### src/rtl/bus_xfer_dec.sv
// Register-transfer decoder: turns a (source, destination) request into a timed
// one-hot bus-drive strobe followed by a one-cycle register-load strobe.
module bus_xfer_dec #(
  parameter int unsigned SETTLE = 1
) (
  input  logic        clock_i,
  input  logic        clear_i,
  input  logic        start_i,
  input  logic [4:0]  src_sel_i,
  input  logic [4:0]  dst_sel_i,
  output logic [23:0] out_en_o,
  output logic [23:0] in_en_o,
  output logic        busy_o,
  output logic        done_o,
  output logic        err_o
);

  localparam int unsigned CodeW    = 5;
  localparam int unsigned NumCodes = 24;
  localparam int unsigned CntW     = 4;

  typedef enum logic [2:0] {
    IDLE  = 3'd0,
    DRIVE = 3'd1,
    LOAD  = 3'd2,
    DONE  = 3'd3,
    ERR   = 3'd4
  } state_e;

  state_e              state_q, state_d;
  logic [CntW-1:0]     cnt_q, cnt_d;
  logic [CodeW-1:0]    src_q, src_d;
  logic [CodeW-1:0]    dst_q, dst_d;
  logic [NumCodes-1:0] out_en_d, in_en_d;
  logic                busy_d, done_d, err_d;
  logic                reject_c;

  assign reject_c = (src_sel_i > CodeW'(NumCodes - 1)) ||
                    (dst_sel_i > CodeW'(NumCodes - 1)) ||
                    (src_sel_i == dst_sel_i);

  // State, captured codes, settle counter and registered outputs.
  always_ff @(posedge clock_i or negedge clear_i) begin
    if (!clear_i) begin
      state_q  <= IDLE;
      cnt_q    <= '0;
      src_q    <= '0;
      dst_q    <= '0;
      out_en_o <= '0;
      in_en_o  <= '0;
      busy_o   <= 1'b0;
      done_o   <= 1'b0;
      err_o    <= 1'b0;
    end else begin
      state_q  <= state_d;
      cnt_q    <= cnt_d;
      src_q    <= src_d;
      dst_q    <= dst_d;
      out_en_o <= out_en_d;
      in_en_o  <= in_en_d;
      busy_o   <= busy_d;
      done_o   <= done_d;
      err_o    <= err_d;
    end
  end

  // Next state. DONE/ERR fall back to IDLE on the same edge that IDLE samples
  // start, so a held request restarts every SETTLE+2 cycles.
  always_comb begin
    state_d = state_q;
    cnt_d   = cnt_q;
    src_d   = src_q;
    dst_d   = dst_q;
    case (state_q)
      IDLE, DONE, ERR: begin
        state_d = IDLE;
        if (start_i) begin
          src_d = src_sel_i;
          dst_d = dst_sel_i;
          if (reject_c) begin
            state_d = ERR;
          end else begin
            state_d = DRIVE;
            cnt_d   = CntW'(SETTLE - 1);
          end
        end
      end
      DRIVE: begin
        if (cnt_q == '0) begin
          state_d = LOAD;
        end else begin
          cnt_d = cnt_q - CntW'(1);
        end
      end
      LOAD:    state_d = DONE;
      default: state_d = IDLE;
    endcase
  end

  // Outputs decoded from the upcoming state so strobes appear on the entry edge.
  always_comb begin
    out_en_d = '0;
    in_en_d  = '0;
    busy_d   = 1'b0;
    done_d   = 1'b0;
    err_d    = 1'b0;
    case (state_d)
      DRIVE: begin
        out_en_d = NumCodes'(1) << src_d;
        busy_d   = 1'b1;
      end
      LOAD: begin
        out_en_d = NumCodes'(1) << src_d;
        in_en_d  = NumCodes'(1) << dst_d;
        busy_d   = 1'b1;
      end
      DONE:    done_d = 1'b1;
      ERR:     err_d  = 1'b1;
      default: ;
    endcase
  end

endmodule

### config.mk
export PLATFORM = sky130hd
export DESIGN_NAME = bus_xfer_dec
export DESIGN_NICKNAME = d
export VERILOG_FILES = /design/src/rtl/bus_xfer_dec.sv
export SDC_FILE = /design/constraint.sdc
export NUM_CORES = 1
export LEC_CHECK = 0
export BUFFER_PORTS_ARGS = -buffer_cell sky130_fd_sc_hd__buf_2
export CAP_MARGIN = 20
export CORE_MARGIN = 5
export CORE_UTILIZATION = 57
export DETAILED_ROUTE_END_ITERATION = 8
export GPL_TIMING_DRIVEN = 0
export PLACE_DENSITY = 0.84
export SYNTH_ARGS = -nofsm -noshare
export SYNTH_HDL_FRONTEND = slang
export SYNTH_SLANG_ARGS = --single-unit
### constraint.sdc
create_clock -name clock_i -period 4.53 [get_ports clock_i]
set_input_delay 0.453 -clock clock_i [delete_from_list [all_inputs] [get_ports clock_i]]
set_output_delay 0.453 -clock clock_i [all_outputs]
set_load 0.01 [all_outputs]
# Word level (Yosys, flattened, before mapping)

Index checks and enable logic that the tools add are counted.

$add $sub $neg: 1
Multiply operators: 0
Div/mod/pow operators: 0
Magnitude comparators: 2
Equal/unequal tests: 12
Shifts and indexed selects: 2
Muxes and demuxes: 17
Bitwise operators: 0
Reductions and logical operators: 8

Operator list:

| cell                                             | number |
|---|---|
| two-way mux 24 bit                               | 2 |
| << shifter 1 x 5 -> 24 bit, first input constant | 2 |
| two-way mux 5 bit                                | 4 |
| == test 3 x 2 -> 1 bit, second input constant    | 4 |
| two-way mux 4 bit                                | 3 |
| > comparator 5 bit, second input constant        | 2 |
| two-way mux 3 bit                                | 3 |
| one-hot mux 3 bit (3 select lines)               | 1 |
| one-hot mux 4 bit (2 select lines)               | 1 |
| == test 3 x 1 -> 1 bit, second input constant    | 2 |
| == test 3 bit, second input constant             | 2 |
| != test 2 bit, second input constant             | 3 |
| == test 5 bit                                    | 1 |
| zero test 4 bit                                  | 1 |
| AND reduction 4 bit                              | 1 |
| subtractor 4 x 1 -> 4 bit, second input constant | 1 |
| zero test 3 bit                                  | 1 |
| two-way mux 1 bit                                | 3 |
| OR reduction 3 bit                               | 1 |
| logical OR 1 bit                                 | 2 |
| nonzero test 2 bit                               | 1 |
| OR reduction 2 bit                               | 1 |

Flip-flop bits (word level): 68
Bits in latches: 0
Memory bits (writable): 0
Bits in read-only memories: 0
Input port bits: 13
Output and inout port bits: 51
Word-level logic and storage cells: 51
Memories kept: 0

# Depth between registers and ports, before layout

Gate-level depths: netlist of run 1.

Depth after elaboration: 9
Gate-level depth with buffers: 9
Depth with buffers taken out: 8

# Worst setup path after synthesis of run 1

OpenSTA, ideal clock, no wires.

Path type: input -> register
From: in dst_sel_i[3]
To: reg out_en_o[12]
Library setup time: 139 ps
Data arrival time: 1811 ps
Required time: 4391 ps
Path slack: 2580 ps
Cell stages on the path: 7
Buffers on the path: 1
Cell sequence: or4_1 > a21oi_1 > o21ai_1 > a31o_1 > buf_6 > o211ai_4 > nor4_1

Longest elaborated chain between the ends: 9
Elaborated cells between the ends (all ways): 11
Those cells by class: 1 x order compare; 3 x eq/ne; 4 x mux; 3 x reduce/logical

Ends and longest elaborated chain:

| what                                                             | RTL line | text |
|---|---|---|
| start: declaration                                               | 10       | `input logic [4:0] dst_sel_i,` |
| > comparator 5 bit                                               | 39       | `(dst_sel_i > CodeW'(NumCodes - 1)) \|\|` |
| logical OR 1 bit                                                 | 38       | `assign reject_c = (src_sel_i > CodeW'(NumCodes - 1)) \|\|` |
| logical OR 1 bit (*)                                             | 39       |  |
| two-way mux 3 bit (*)                                            | 80       | `if (reject_c) begin` |
| two-way mux 3 bit (*)                                            | 77       | `if (start_i) begin` |
| one-hot mux 3 bit (3 select lines) (*)                           | 74       | `case (state_q)` |
| named net state_d[0]                                             | 30       | `state_e state_q, state_d;` |
| == test 3 x 2 -> 1 bit or == test 3 x 1 -> 1 bit (tied branches) | 107      | `case (state_d)` |
| OR reduction 2 bit (no source line) (*)                          | -        |  |
| two-way mux 24 bit (*)                                           | -        |  |
| named net out_en_d[12]                                           | 34       | `logic [NumCodes-1:0] out_en_d, in_en_d;` |
| end signal: assignment                                           | 59       | `out_en_o <= out_en_d;` |
| end: declaration                                                 | 11       | `output logic [23:0] out_en_o,` |

The timed path passes the listed nets; every way through them passes the cells marked *.
A chain may end at the register's enable or synchronous reset.

# Final worst setup path of run 1

From: reg cnt_q[1]
To: reg cnt_q[2]

Longest elaborated chain between the ends: 3
Elaborated cells between the ends (all ways): 6
Those cells by class: 1 x add/sub; 1 x eq/ne; 2 x mux; 2 x reduce/logical

Ends and longest elaborated chain:

| what                                                                      | RTL line | text |
|---|---|---|
| start: declaration                                                        | 31       | `logic [CntW-1:0] cnt_q, cnt_d;` |
| start signal: assignment                                                  | 56       | `cnt_q <= cnt_d;` |
| subtractor 4 x 1 -> 4 bit or zero test 4 bit (tied branches)              | 92, 89   |  |
| two-way mux 4 bit or != test 2 bit (tied branches)                        | -        |  |
| one-hot mux 4 bit (2 select lines) or AND reduction 4 bit (tied branches) | -        |  |

Several ways; a longest one is shown, not always the timed one. The select of a mux whose other input is x is not followed.

==> results of run 1 <==
==> per-layer routing <==
| layer | part of all wire, % | GRT usage [%] | routed length (um) | vias up |
|---|---|---|---|---|
| met1 | 42 | 23.2 | 2340 | 973 |
| li1 | - | - | - | 977 |
| met3 | 5.6 | 4.54 | 315 | 13 |
| met4 | 2.5 | 11.9 | 142 | 0 |
| met2 | 50 | 32.3 | 2800 | 54 |
| met5 | 0 | 0 | 0 | - |
==> report_power, final <==
group	leakage, uW	internal (uW)	switching, uW
registers	0.000919	718	55.0
logic	0.000738	277	503
clock network	0.000100	269	221
total	0.00176	1260	779
==> registers in the layout (all words and copies together) (netlist names) <==
signal    count
cnt_q         4
out_en_o     24
state_q       3
in_en_o      24
src_q         5
busy_o        1
dst_q         5
done_o        1
err_o         1
==> how the worst max path moves through the flow <==
stage	slack [ns]	to	startpoint
final	2.38	cnt_q[2]	cnt_q[1]
after global routing	2.19	cnt_q[2]	cnt_q[1]
after CTS	2.38	cnt_q[2]	cnt_q[1]
after detailed placement	2.31	out_en_o[16]	dst_sel_i[3]
after global placement	2.35	out_en_o[16]	dst_sel_i[3]
after floorplan	2.58	out_en_o[12]	dst_sel_i[3]
==> placed cells by master, fill, tap and decap left out, types with 3 or more instances in the layout <==
master / n
o22ai_1: 4
mux2i_1: 7
clkbuf_8: 10
buf_2: 65
dfrtp_1: 68
inv_1: 8
nand3b_1: 3
nor3_1: 16
a21oi_1: 7
o221ai_1: 3
nand3_1: 4
nor4_1: 9
o21ai_1: 5
nor2b_1: 5
nor2_1: 42
nand2_1: 19
xor2_1: 3
nand2b_1: 9
==> area by class of cell <==
type,instances,area [um2],area share (%)
buffer,5,36.3,1.10
tap,54,67.6,2.04
multi-input combinational,161,938,28.4
sequential,68,1700,51.5
timing repair buffer,64,335,10.1
clock buffer,12,145,4.39
clock inverter,4,48.8,1.48
inverter,9,33.8,1.02
==> cells by family after synthesis <==
group / after synthesis / share of synthesized area, %
AO/OA/AOI/OAI: 28 / 7.66
XOR/XNOR: 3 / 0.970
adder cells (fa/ha/maj): 2 / 0.923
buffers and inverters: 14 / 2.59
flip-flops: 68 / 62.8
multiplexers: 8 / 3.00
AND/OR/NAND/NOR: 120 / 22.1
==> per-stage QoR <==
stage / power [uW] / hold WS [ns]
3_5_place_dp: 1560 / 0.497
6_report: 2040 / 0.128
5_1_grt: 2170 / 0.178
4_1_cts: 2050 / 0.140
3_3_place_gp: 1530 / 0.494
2_1_floorplan: 1360 / 0.157
==> critical path: stages (launching register included) <==
cell and delay, ns:
dfrtp_1 0.39, inv_1 0.10, ha_1 0.14, nor3b_1 0.40, a21oi_1 0.15, nor2_2 0.35, and2b_4 0.25, a21bo_1 0.18
a21oi_1 0.12
==> results.toml, run 1 <==
[synthesis]
synth_fp_nets = 258
yosysTopAreaCell = "dfrtp_1"
yosys.area.top_type_share_pct = 62.8
synth-main-ff-cell = "dfrtp_1"
avgSynthCellArea_um2 = 11.2
syn_inst = 243
synthMostInstantiatedCell = "dfrtp_1"
synthArstFlopShare_pct = 100
synth_area_leaders = "dfrtp_1 (63%), nor2_1 (5.8%), nor3_1 (3.0%)"
synth_edf_count = 0
yosysSeqAreaShare_pct = 62.8
synth_warnings = 0
synth_seq_cells = 68
yosys-top-cells-count = "dfrtp_1 (68), nor2_1 (42), nand2_1 (19)"
synth_cell_type_count = 40
syn_area_um2 = 2710

[global_routing]
track_usage_pct = 19.5
antenna_found_initial = 0
grt_max_degree = 41
grt_pass1_vias = 1991
overflow = 0
grt_pass1_wl_um = 9090

[setup_path]
startpoint_type = "flip-flop"
critPathCaptureType = "flip-flop"
reg2reg_from = "cnt_q[1]"
critPathRequiredTime_ns = 4.81
rr_worst_depth = 8
cp_data_arrival_time_ns = 2.42
critPathMaxFanout = 6
critPathKind = "flip-flop to flip-flop"
timing.rr.end = "cnt_q[2]"
rrSetupSlack_ns = 2.38

[floorplanning]
row_count = 25
core-area_um2 = 4660
pin_count = 64
die_w_um = 79.0
dieArea_um2 = 6230
die_h_um = 79.0
start_util_pct = 58.1

[sta]
max_slew.worst_pin.slew_ns = 0.656
finalSetupViolCount = 0
finalSetupTns_ns = 0
skew_ns = 0.00778
maxSlewHeadroom_pct = 56.2
worst_slack_ns = 2.38
drv_slew = 0
period_needed_ns = 2.15
hold_viol = 0
fmax_mhz = 465
grt_setup_unrepaired = "false"
finalCritPeriodShare_pct = 47.4

[clock_network]
clock-sinks = 68
root_buffer = "clkbuf_8"
cts_buffer_depth = 2
cts-resized-gates = 0
cts_made_buffers = 9
clock_latency_ns = 0.35
cts_setup_buffers = 0
clk_pin_slew_ns = 0.07
cts_tree = "yes"
hold_buffers = 0
cts_max_level = 3

[layout]
final_core_util_pct = 71.0
final_nets = 333
nFillCells = 330
postLayoutCellArea_um2 = 3310
drive_above_1_share_pct = 29.1
n_antenna_cell = 0
fin_cells = 377
area_growth_syn_to_layout_pct = 22.0

[drt]
vias = 2017
routedWlPerCell_um = 14.8
firstDrtPassIters = 4
drcViolationCount = 0
vias_per_cell = 5.35
ant_nets = 0
drtIter0Drc = 132
wirelength_um = 5600

[run]
max-cap-violations = 0

[hold_path]
hold_class = "primary input to asynchronous set/reset pin"

[status]
status = "finished, final reports clean"

[placement]
gp_congestion = 0.785
dp.cells = 361
placed_area_um2 = 3110
dpl.hpwl_um = 4050
dp_slack_ns = 2.31
io_buffers = 63

[pwr]
vdd_drop_max_mv = 0.368
leakage_uw = 0.00176
powerDensity_nw_per_um2 = 618
Note: power is estimated with default switching activity, not from simulation.
==> run 2: changes to the inputs <==
Settings changed: CORE_UTILIZATION 57 to 48, PLACE_DENSITY 0.84 to 0.75.
Clock period 4.53 ns to 1.9 ns, I/O delays scaled along.
==> results.toml, run 2 (synthesis gave the netlist of run 1 again) <==
[global_routing]
antenna_found_initial = 0
grt_pass1_vias = 2013
track_usage_pct = 17.5
grt_max_degree = 69
overflow = 0
grt_pass1_wl_um = 9860

[pwr]
power.share.sequential_pct = 32.6
power_frac_clock_pct = 21.0
combPwrFrac_pct = 46.4
p_int_uw = 3510
powerDensity_nw_per_um2 = 1560
power.share.switching_pct = 38.7
vdd_drop_max_mv = 0.843
switching_power_uw = 2210
leakage_uw = 0.00187

[layout]
n_antenna_cell = 0
final_cell_mix = "dfrtp_1 (67), buf_2 (63), nor2_1 (40)"
final_nets = 352
final_common_cell = "dfrtp_1"
drive_above_1_share_pct = 43.6
area_growth_syn_to_layout_pct = 35.8
top_regs = "in_en_o x24, out_en_o x24"

[status]
status = "finished with violations"
violations = "negative setup slack"

[drt]
vias = 2132
vias_per_cell = 5.15
drcViolationCount = 0
drtIter0Drc = 147
routedWlPerCell_um = 15.2
firstDrtPassIters = 4
ant_nets = 0
wirelength_um = 6310

[placement]
io_buffers = 63
dp_slack_ns = -0.241
dpl.hpwl_um = 4030
gp_congestion = 0.732

[sta]
drv_slew = 0
maxSlewHeadroom_pct = 44.2
finalSetupTns_ns = -0.287
period_needed_ns = 1.95
worst_slack_ns = -0.0537
hold_viol = 0
grt_setup_unrepaired = "true"
max_slew.worst_pin.slew_ns = 0.838
skew_ns = 0.00610
finalCritPeriodShare_pct = 103
finalSetupViolCount = 8
fmax_mhz = 512

[clock_network]
clock-sinks = 68
cts_tree = "yes"
clock_latency_ns = 0.34
cts_buffer_depth = 2
clk_pin_slew_ns = 0.07
cts_made_buffers = 9
root_buffer = "clkbuf_8"
cts_max_level = 3

[floorplanning]
start_util_pct = 49.2
core-area_um2 = 5510
row_count = 27
dieArea_um2 = 7250
die_h_um = 85.1
pin_count = 64
die_w_um = 85.1

[setup_path]
critPathMaxFanout = 6
critPathRequiredTime_ns = 2.09
setup.worst_path.start = "state_q[2]"
slowest_stage = "dfrtp_2"
crit_chain = "nand3b_1, nand2_4, mux2i_2, nor2_1, o21ai_1, nor3_1"
slowest_delay_ns = 0.40
cp_data_arrival_time_ns = 2.15
reg2reg_from = "state_q[2]"
critPathKind = "flip-flop to flip-flop"
critPathCaptureType = "flip-flop"
rr_worst_depth = 6
startpoint_type = "flip-flop"

[hold_path]
hold_class = "primary input to flip-flop"
worstHoldPathCells = 3
hp-start = "dst_sel_i[4]"

[run]
max-cap-violations = 0
-- run 2: cell count changes in the layout (fill, tap and decap cells not counted), moves of 4 or more --
cell     previous run  this run
buf_4               0        18
nor4_1              9         3
nor4_2              0         6
mux2i_1             7         2
a21oi_1             7         3
a21oi_2             0         4
mux2i_2             0         4
nand2_2             0         4
-- run 2: worst max-delay path: cells and delay by family (launching register included) --
family           cells  cell delay, ns
AO/OA/AOI/OAI        1            0.35
flip-flops           1            0.40
multiplexers         1            0.34
AND/OR/NAND/NOR      4            0.72
-- run 2: stage by stage --
stage	cells	hold slack (ns)	power [uW]	cell area (um2)	utilization, %
finish	414	0.315	5730	3680	66.8
CTS	402	0.308	5100	3430	62.2
detailed placement	378	0.338	3720	3120	56.6
global placement	378	0.497	3660	3120	56.6
global route	414	0.348	6040	3680	66.8
floorplan	243	-0.106	3240	2710	-
-- run 2: area by class of cell --
class                      instances  area, um2
buffer                             5       38.8
clock buffer                      12        155
clock inverter                     4       47.5
fill                             410       1830
inverter                           9       36.3
multi-input combinational        162       1130
sequential                        68       1700
tap                               72       90.1
timing repair buffer              82        479
-- run 2: worst paths after layout --
kind                                end  slack [ns]
max                        out_en_o[17]       -0.05
min                            dst_q[4]        0.31
max reg2reg                out_en_o[17]       -0.05
min reg2reg                  state_q[1]        0.58
max in group asynchronous    state_q[2]        0.82
min in group asynchronous        done_o        0.48
-- run 2: power groups by stage --
stage	combinational, uW	sequential (uW)	clock, uW
after floorplan	1330	1900	0
final	2660	1870	1210
after global routing	2860	1900	1280
after global placement	1800	1860	0
after detailed placement	1860	1860	0
after CTS	2040	1840	1220
-- run 2: routing by layer --
metal | track usage, % | routed length (um) | part of all wire, % | vias to the layer above
li1 | - | - | - | 1016
met5 | 0 | 0 | 0 | -
met3 | 4.47 | 303 | 4.8 | 10
met4 | 6.91 | 87 | 1.4 | 0
met2 | 28.4 | 3290 | 52 | 59
met1 | 22.5 | 2630 | 42 | 1047
-- run 2: timing repair --
item,4_1_cts,5_1_grt
endpoints found under the hold margin,68,0
endpoints found under the setup margin,23,51
pin swaps,2,9
setup buffers,6,12
cloned,1,0
resized for setup,9,37
hold buffers,1,0
==> run 3: changes to the inputs <==
Settings changed: CORE_MARGIN 5 to 2, CORE_UTILIZATION 48 to 40, PLACE_DENSITY 0.75 to not set.
==> results.toml, run 3 (synthesis gave the netlist of run 1 again) <==
[layout]
area_growth_syn_to_layout_pct = 40.9
final_cell_mix = "dfrtp_1 (66), buf_2 (63), nor2_1 (41)"
n_antenna_cell = 0
final_core_util_pct = 59.1
top_regs = "in_en_o x24, out_en_o x24"
final_common_cell = "dfrtp_1"
postLayoutCellArea_um2 = 3820
final_nets = 357
drive_above_1_share_pct = 45.0

[clock_network]
clock-sinks = 68
clk_pin_slew_ns = 0.07
cts_made_buffers = 9
clock_latency_ns = 0.35
cts_tree = "yes"
cts_buffer_depth = 2
cts_max_level = 3
root_buffer = "clkbuf_8"

[setup_path]
critPathKind = "flip-flop to flip-flop"
critPathRequiredTime_ns = 2.15
slowest_stage = "dfrtp_1"
startpoint_type = "flip-flop"
reg2reg_from = "cnt_q[0]"
cp_data_arrival_time_ns = 2.16
cp_top_family = "simple AND/OR/NAND/NOR gates"
rr_worst_depth = 9
setup.worst_path.start = "cnt_q[0]"
cp_num_buf_inv = 2
critPathMaxFanout = 7
slowest_delay_ns = 0.38
timing.rr.end = "out_en_o[14]"
rrSetupSlack_ns = -0.01
critPathCaptureType = "flip-flop"
crit_chain = "inv_2, ha_4, nor3b_4, or3_4, nand2_2, a31o_1, buf_6, o211ai_4, nor4_2"

[hold_path]
worstHoldPathCells = 3
worstHoldEndpoint = "dst_q[0]"
hold_class = "primary input to flip-flop"
hp-start = "dst_sel_i[0]"

[global_routing]
antenna_found_initial = 0
grt_max_degree = 69
track_usage_pct = 18.6
grt_pass1_wl_um = 10300
grt_pass1_vias = 2049
overflow = 0

[placement]
gp_congestion = 0.766
dpl.hpwl_um = 4090
placed_area_um2 = 3120
io_buffers = 63

[sta]
period_needed_ns = 1.91
finalSetupViolCount = 1
hold_viol = 0
grt_setup_unrepaired = "true"
max_slew.worst_pin.slew_ns = 0.843
whs_ns = 0.299
skew_ns = 0.00511
drv_slew = 0
maxSlewHeadroom_pct = 43.8
finalCritPeriodShare_pct = 101
fmax_mhz = 524
worst_slack_ns = -0.0102

[status]
status = "finished with violations"
violations = "negative setup slack"

[floorplanning]
dieArea_um2 = 7450
die_h_um = 86.3
start_util_pct = 42.0
die_w_um = 86.3
pin_count = 64
row_count = 29
core-area_um2 = 6460

[drt]
vias_per_cell = 5.00
drtIter0Drc = 87
ant_nets = 0
wirelength_um = 6520
drcViolationCount = 0
vias = 2121
firstDrtPassIters = 4
routedWlPerCell_um = 15.4

[pwr]
power_uw = 6130
powerDensity_nw_per_um2 = 1610
leakage_uw = 0.00193
vdd_drop_max_mv = 0.703

[run]
max-cap-violations = 0
## run 3: cell types whose count changed in the layout (fill, tap and decap cells not counted), moves of 2 or more
cell / change
mux2i_2: -4
nor3_1: -2
mux2i_4: +2
bufinv_16: +2
nor3_2: +2
buf_4: +5
mux2i_1: +2
## run 3: where the power goes
group	internal (uW)	switching (uW)	leakage [uW]	total [uW]
clock	942	540	0.000127	1480
sequential	1720	159	0.000916	1870
combinational	1200	1580	0.000883	2780
total	3860	2280	0.00193	6130
## run 3: stage by stage
stage | setup WS (ns) | TNS (ns) | std cells
after floorplan | 0.0673 | 0 | 243
after global placement | -0.204 | -2.06 | 383
after detailed placement | -0.299 | -3.43 | 383
after CTS | -0.00986 | -0.00986 | 416
after global routing | -0.111 | -1.02 | 424
final | -0.0102 | -0.0102 | 424
## run 3: layer usage
layer	global-route usage, %	vias up	wire [um]
met5	0	-	0
met4	8.24	0	141
met3	5.52	15	287
met2	29.8	46	3380
met1	23.6	1032	2710
li1	-	1028	-
## run 3: area by class of cell
class | count | area [um2]
Tap cell | 77 | 96.3
Inverter | 9 | 36.3
Multi-Input combinational cell | 162 | 1180
Fill cell | 558 | 2640
Clock inverter | 4 | 95.1
Sequential cell | 68 | 1700
Clock buffer | 12 | 155
Timing Repair Buffer | 87 | 513
Buffer | 5 | 38.8
## run 3: worst max-delay path by stage
stage                   endpoint  depth (start not counted)  slack, ns
floorplan               cnt_q[2]                          8       0.07
global placement        cnt_q[2]                          8      -0.20
detailed placement      cnt_q[2]                          8      -0.30
CTS                 out_en_o[15]                          9      -0.01
global route        out_en_o[14]                          9      -0.11
finish              out_en_o[14]                          9      -0.01
## run 3: repair_timing
| action | 4_1_cts | 5_1_grt |
|---|---|---|
| buffers inserted | 15 | 8 |
| hold endpoints to repair | 68 | 0 |
| hold buffers | 1 | 0 |
| pin swaps | 5 | 12 |
| resized for setup | 17 | 35 |
| gates cloned | 1 | 0 |
| endpoints found under the setup margin | 17 | 43 |
## run 3: worst reg2reg max path, cell delays in order, from the launching register on
cell,delay [ns]
dfrtp_1,0.38
inv_2,0.07
ha_4,0.14
nor3b_4,0.15
or3_4,0.34
nand2_2,0.06
a31o_1,0.11
buf_6,0.12
o211ai_4,0.14
nor4_2,0.31
